## config.mk

```make
export PLATFORM = sky130hd
export DESIGN_NAME = m_stack_param
export DESIGN_NICKNAME = d
export VERILOG_FILES = /design/src/rtl/m_stack_param.sv
export SDC_FILE = /design/constraint.sdc
export NUM_CORES = 1
export LEC_CHECK = 0
export CAP_MARGIN = 20
export CORE_MARGIN = 4
export CORE_UTILIZATION = 40
export DETAILED_ROUTE_END_ITERATION = 12
export PLACE_DENSITY = 0.71
export SLEW_MARGIN = 10
export SYNTH_ARGS = -nofsm -noshare
export SYNTH_HDL_FRONTEND = slang
export SYNTH_SLANG_ARGS = --single-unit
```

## constraint.sdc

```tcl
create_clock -name clk -period 4.2 [get_ports clk]
set_input_delay 0.42 -clock clk [delete_from_list [all_inputs] [get_ports clk]]
set_output_delay 0.42 -clock clk [all_outputs]
set_load 0.03 [all_outputs]
```

## src/rtl/m_stack_param.sv

```systemverilog
`default_nettype none
// ----------------------------------------------------------------------------
// m_stack_param : parametrised LIFO stack with registered top-of-stack view,
//                 replace-top, pointer load, occupancy and sticky error flags.
// Revision 1.0
// ----------------------------------------------------------------------------
module m_stack_param #(
  parameter int WORD  = 16,
  parameter int DEPTH = 4,
  localparam int PW   = $clog2(DEPTH + 1)
) (
  input  logic            clk,
  input  logic            reset,
  input  logic            clear,
  input  logic            load,
  input  logic [PW-1:0]   sp_i,
  input  logic            push,
  input  logic            pop,
  input  logic [WORD-1:0] data_i,
  output logic [WORD-1:0] data_o,
  output logic [PW-1:0]   count_o,
  output logic            is_full,
  output logic            is_empty,
  output logic            overflow,
  output logic            underflow
);

  localparam logic [PW-1:0] C_DEPTH = PW'(DEPTH);
  localparam logic [PW-1:0] C_ONE   = PW'(1);
  localparam logic [PW-1:0] C_TWO   = PW'(2);

  logic [WORD-1:0] mem_q [DEPTH];
  logic [PW-1:0]   ptr_q, ptr_d;
  logic [WORD-1:0] top_q, top_d;
  logic            full_q, empty_q;
  logic            ovf_q, ovf_d;
  logic            unf_q, unf_d;
  logic            wr_en;
  logic [PW-1:0]   wr_addr;

  // Compare-based read so a non power-of-two DEPTH never indexes past the array.
  function automatic logic [WORD-1:0] rd(input logic [PW-1:0] idx);
    rd = '0;
    for (int i = 0; i < DEPTH; i++) begin
      if (idx == PW'(i)) rd = mem_q[i];
    end
  endfunction

  always_comb begin
    ptr_d   = ptr_q;
    top_d   = top_q;
    ovf_d   = ovf_q;
    unf_d   = unf_q;
    wr_en   = 1'b0;
    wr_addr = ptr_q;
    if (clear) begin
      ptr_d = '0;
      top_d = '0;
      ovf_d = 1'b0;
      unf_d = 1'b0;
    end else if (load) begin
      if (sp_i <= C_DEPTH) begin
        ptr_d = sp_i;
        top_d = (sp_i == '0) ? '0 : rd(sp_i - C_ONE);
      end else begin
        unf_d = 1'b1;
      end
    end else if (push && pop && !empty_q) begin
      wr_en   = 1'b1;
      wr_addr = ptr_q - C_ONE;
      top_d   = data_i;
    end else if (push) begin
      // Also covers push+pop on an empty stack.
      if (full_q) begin
        ovf_d = 1'b1;
      end else begin
        wr_en = 1'b1;
        ptr_d = ptr_q + C_ONE;
        top_d = data_i;
      end
    end else if (pop) begin
      if (empty_q) begin
        unf_d = 1'b1;
      end else begin
        ptr_d = ptr_q - C_ONE;
        top_d = (ptr_q == C_ONE) ? '0 : rd(ptr_q - C_TWO);
      end
    end
  end

  always_ff @(posedge clk or negedge reset) begin
    if (!reset) begin
      ptr_q   <= '0;
      top_q   <= '0;
      full_q  <= 1'b0;
      empty_q <= 1'b1;
      ovf_q   <= 1'b0;
      unf_q   <= 1'b0;
    end else begin
      ptr_q   <= ptr_d;
      top_q   <= top_d;
      full_q  <= (ptr_d == C_DEPTH);
      empty_q <= (ptr_d == '0);
      ovf_q   <= ovf_d;
      unf_q   <= unf_d;
    end
  end

  // Storage is not reset; writes are suppressed while reset is held.
  always_ff @(posedge clk) begin
    for (int i = 0; i < DEPTH; i++) begin
      if (reset && wr_en && (wr_addr == PW'(i))) mem_q[i] <= data_i;
    end
  end

  assign data_o    = top_q;
  assign count_o   = ptr_q;
  assign is_full   = full_q;
  assign is_empty  = empty_q;
  assign overflow  = ovf_q;
  assign underflow = unf_q;

endmodule
`default_nettype wire

```

### Word-level counts from Yosys, hierarchy flattened

Memory sizes are Yosys's and may differ from the RTL's.
Cells that the tools add are included.

| operators by class | value |
|---|---|
| mux-type cells | 63 |
| reductions and logical operators | 24 |
| divide/modulo/power cells | 0 |
| shift operators | 0 |
| add/subtract/negate cells | 4 |
| $mul | 0 |
| order comparisons | 1 |
| eq/ne operators | 19 |
| bitwise logic cells | 0 |

Operator list:

| kind | count |
|---|---|
| 16-bit 2-to-1 mux | 21 |
| 16-bit OR reduction | 3 |
| 3-bit 2-to-1 mux | 11 |
| 1-bit 2-to-1 mux | 28 |
| 3-bit by 2-bit equality test with 1-bit output (second input constant) | 6 |
| 3-bit zero test | 5 |
| 3-bit by 1-bit equality test with 1-bit output (second input constant) | 4 |
| 5-bit by 4-bit inequality test with 1-bit output (second input constant) | 2 |
| 3-bit inequality test (second input constant) | 3 |
| 4-bit AND reduction | 2 |
| 1-bit logical AND | 7 |
| 2-bit 2-to-1 mux | 3 |
| 3-bit nonzero test | 2 |
| 3-bit by 1-bit subtractor with 3-bit output (second input constant) | 2 |
| 5-bit AND reduction | 1 |
| 5-bit nonzero test | 1 |
| 2-bit inequality test (second input constant) | 2 |
| 2-bit nonzero test | 2 |
| 3-bit by 1-bit adder with 3-bit output (second input constant) | 1 |
| 3-bit equality test (second input constant) | 1 |
| 3-bit less-or-equal comparator (second input constant) | 1 |
| 3-bit by 2-bit inequality test with 1-bit output (second input constant) | 1 |
| 3-bit by 2-bit subtractor with 3-bit output (second input constant) | 1 |
| 1-bit zero test | 1 |

| storage, ports and cells | value |
|---|---|
| flip-flop bits (word level) | 23 |
| output and inout bits | 23 |
| latch bits | 0 |
| memories kept | 1 |
| input port bits | 25 |
| memory bits (read-only) | 0 |
| memory bits (writable) | 64 |

Memory list:

| name | depth | width | rd ports | clocked after memory_dff | wr ports | RTL line | text |
|---|---|---|---|---|---|---|---|
| mem_q | 4 | 16 | 4 | 0 | 1 | 32 | `logic [WORD-1:0] mem_q [DEPTH];` |

### Logic depth before layout (Yosys ltp)

| depth | value |
|---|---|
| word-level depth | 13 |
| depth in mapped cells | 9 |
| mapped depth without buffers | 7 |

### Least setup slack after synthesis

OpenSTA, ideal clock, no wires.

| path | value |
|---|---|
| kind | register -> register |
| from | register ptr_q[1] (netlist: count_o[1]) |
| to | memory mem_q[2][0], enable pin |
| stages on the path, launching flop included | 8 |
| library setup time | 388 ps |
| data arrival time | 2,340 ps |
| setup slack | 1,472 ps |
| path buffers | 1 |
| cell sequence | dfrtp_1 buf_2 inv_1 ha_1 xnor2_1 a41oi_1 nand4b_1 nor2_1 |

| on the way | value |
|---|---|
| longest elaborated chain between the ends | 12 |
| elaborated cells between the ends (all ways) | 29 |

Ends and longest elaborated chain:

| element | RTL line | text |
|---|---|---|
| start: declaration | 33 | `logic [PW-1:0] ptr_q, ptr_d;` |
| start signal: assignment | 100 | `ptr_q <= ptr_d;` |
| 3-bit by 1-bit subtractor with 3-bit output | 70 | `wr_addr = ptr_q - C_ONE;` |
| 3-bit 2-to-1 mux | 68 | `end else if (push && pop && !empty_q) begin` |
| 3-bit 2-to-1 mux | 61 | `end else if (load) begin` |
| 3-bit 2-to-1 mux * | 56 | `if (clear) begin` |
| 3-bit by 1-bit equality test with 1-bit output | 112 | `if (reset && wr_en && (wr_addr == PW'(i))) mem_q[i] <= data_i;` |
| 1-bit logical AND | 112 |  |
| 1-bit 2-to-1 mux | 112 |  |
| 1-bit 2-to-1 mux (not written as such) | 112 |  |
| 16-bit OR reduction (no line) | n/a |  |
| 2-bit 2-to-1 mux (no line) or 1-bit 2-to-1 mux (tied branches) (3 in series) | n/a |  |
| end: declaration | 32 |  |

Every way passes the cells marked *; elsewhere a longest branch is shown, timed or not.

### Worst setup path after layout

| path | value |
|---|---|
| from | register ptr_q[1] (netlist: count_o[1]) |
| to | memory mem_q[2][12], enable pin |

The elaborated chain is that of the path after synthesis.

==> impl_metrics.csv <==
group,metric,value,unit
cts,postCtsSetupBuffers,0,
critical_path,critPathSlowestCell,"dfrtp_1",
drt,first_pass_iters,4,
cts,cts_buffers,9,
global_routing,overflow,0,
yosys,synth_top_area_share,42.1,%
power_and_ir_drop,ir_drop,0.000206,V
final_layout,syn_to_final_growth,19.9,%
timing,clock-skew-final,0.00458,ns
final_layout,fin_area,5480,um^2
critical_path,arrival,3.19,ns
global_routing,grt_most_used_layer,"met2",
placed_design,hpwl,7480,um
placed_design,place_congestion,0.832,
cts,cts-root-buf,"clkbuf_16",
die,core,11000,um^2
timing,finalCriticalPeriod,3.15,ns
yosys,synthTopCellsByArea,"edfxtp_1, dfrtp_1, mux4_2",
placed_design,portBuffers,47,
critical_path,cp_top_family,"flip-flops",
cts,postCtsHoldBufs,0,
timing,maxSlewHeadroom,27.2,%
cts,cts_tree,"done",
timing,whs,0.446,ns
die,ioPinCount,48,
drt,post-route-drc-count,0,
critical_path,crit_path_end_kind,"register",
cts,cts.sinks,87,
yosys,mappedNetlistArea,4570,um^2
timing,worstMarginPinSlew,1.09,ns
cts,clk_path_buf_depth,2,
global_routing,grt_use_met1,24.8,%
yosys,yosys.cell_types.count,41,
timing,finalSetupViolCount,0,
cts,cts.repair.resized,0,
global_routing,grt_pass1_vias,3410,
global_routing,grtUsageTotal,18.5,%
drt,wl_per_cell,20.9,um
yosys,synth_edf_count,64,
drt,first_iter_violations,273,
global_routing,gr-usage-met2,29.5,%
die,die_h,115,um
yosys,async_flop_share,26.4,%
final_layout,final_common_cell,"edfxtp_1",
worst_hold_path,hold_class,"in -> async",
critical_path,slowest_delay,0.85,ns
timing,fin_tns_setup,0,ns
yosys,syn_nets,409,
global_routing,grtUsageMet3,2.53,%
final_layout,antenna_cells,0,
status,status,"complete, no violations",
power_and_ir_drop,powerDensity,415,nW/um^2
die,die_area,13200,um^2
die,rows,38,
global_routing,antenna_found_initial,0,
final_layout,final_net_count,452,
timing,fmax,317,MHz
timing,rsz0062_at_grt,"false",
yosys,synth_ff_type,"edfxtp_1",
power_and_ir_drop,p_leak,1.91,nW
drt,vias,3477,
yosys,synth.ff_latch_count,87,
placed_design,place_area,5160,um^2
yosys,yosysSeqAreaShare,54.7,%
critical_path,path_max_fanout,23,
critical_path,required,4.24,ns
final_layout,drive_above_1_share,12.5,%
die,start_util,41.4,%
timing,drv_slew,0,
global_routing,grt_pass1_wl,18500,um
run,cap_violations,0,
yosys,synth-warning-count,0,
yosys,synth_area_per_cell,12.1,um^2
cts,insertion_delay,0.35,ns
drt,drtAntennaViolNets,0,
yosys,synth_cells,377,
cts,clkTransAtPathRegs,0.06,ns
global_routing,grt_max_degree,44,
critical_path,critPathKind,"reg -> reg",
drt,wl,11800,um
critical_path,path_buf_inv,2,
final_layout,final_cell_mix,"edfxtp_1, clkdlybuf4s50_1, nor2b_1",
yosys,synth.largest_area_cell,"edfxtp_1",
cts,htreeDepth,3,
timing,hold_viol,0,
timing,post-route-period-util,75.1,%
critical_path,crit_path_cell_trace,"inv_1, ha_1, xnor2_1, a41oi_1, nand4b_1, nor2_1, buf_4",
die,die_w,115,um
critical_path,startpoint_type,"register",
drt,drt-vias-per-instance,6.15,
final_layout,nFillCells,972,
-- metal layers --
layer | wire length, um | share of wire (%)
met1 | 4980 | 42
met3 | 755 | 6.4
met2 | 5680 | 48
met4 | 395 | 3.3
met5 | 0 | 0
-- power breakdown --
part           leakage (nW)  internal (mW)  switching, mW
logic                 0.897          0.199          0.271
registers             0.874          0.961         0.0374
clock network         0.143          0.464          0.344
-- state kept, by name (all words and copies together) (netlist names) --
name,cells
is_empty,1
data_o,16
overflow,1
is_full,1
underflow,1
mem_q,64
count_o,3
-- area by class of cell --
type                            instances  area (um^2)  area share, %
Clock inverter                          6         68.8           1.26
Tap cell                              140          175           3.20
Sequential cell                        87         2500           45.6
Multi-Input combinational cell        253         1890           34.5
Inverter                                7         26.3          0.479
Clock buffer                           10          229           4.18
Timing Repair Buffer                   62          594           10.8
-- worst reg2reg max path: cells and delay by family (launching register included) --
family	cells	cell delay, ns
DFF	1	0.85
adders and majority gates	1	0.31
AOI/OAI and AO/OA	1	0.14
buffers and inverters	2	0.62
xor gates and xnor gates	1	0.21
and+or+nand+nor	2	0.72
-- per-stage QoR --
step	utilization [%]	total power [mW]	cells	setup slack, ns
final	49.7	2.28	565	1.05
after detailed placement	46.7	1.48	547	1.00
after global placement	46.7	1.47	547	1.16
after floorplan	-	1.31	377	1.47
after global routing	49.7	2.36	565	0.800
after CTS	49.4	2.28	563	1.03
-- synthesized netlist by cell type, types with 13 or more instances --
cell type / n
nor2b_1: 41
edfxtp_1: 64
mux4_2: 16
o311ai_1: 15
nand2_1: 20
clkbuf_1: 13
a21oi_1: 37
a221oi_1: 17
dfrtp_1: 22
nor2_1: 27
o21ai_0: 21
a32oi_1: 16
-- cell families (layout without fill, tap and decap cells) --
logic type      count (synthesis)  after routing  synth area share (%)
compound gates                116            116                  17.3
xor+xnor                        4              4                 0.931
fa+ha+maj                       7              7                  1.92
buf+inv                        37             85                  4.00
flops                          87             87                  54.7
mux                            20             20                  8.76
simple gates                  106            106                  12.4
-- path summary, 6_finish.rpt --
check,start,to,slack [ns],cells past startpoint
worst max-delay path,count_o[1]$_DFF_PN0_,mem_q[2][12]$_DFFE_PP_,1.05,7
worst min-delay path,reset,data_o[9]$_DFFE_PN0P_,0.45,1
worst max register to register,count_o[1]$_DFF_PN0_,mem_q[2][12]$_DFFE_PP_,1.05,7
worst min register to register,overflow$_DFFE_PN0P_,overflow$_DFFE_PN0P_,0.52,2
max in group asynchronous,reset,is_empty$_DFF_PN1_,3.03,2
min in group clk,overflow$_DFFE_PN0P_,overflow$_DFFE_PN0P_,0.52,2
Power figures use the tool's default switching activity.
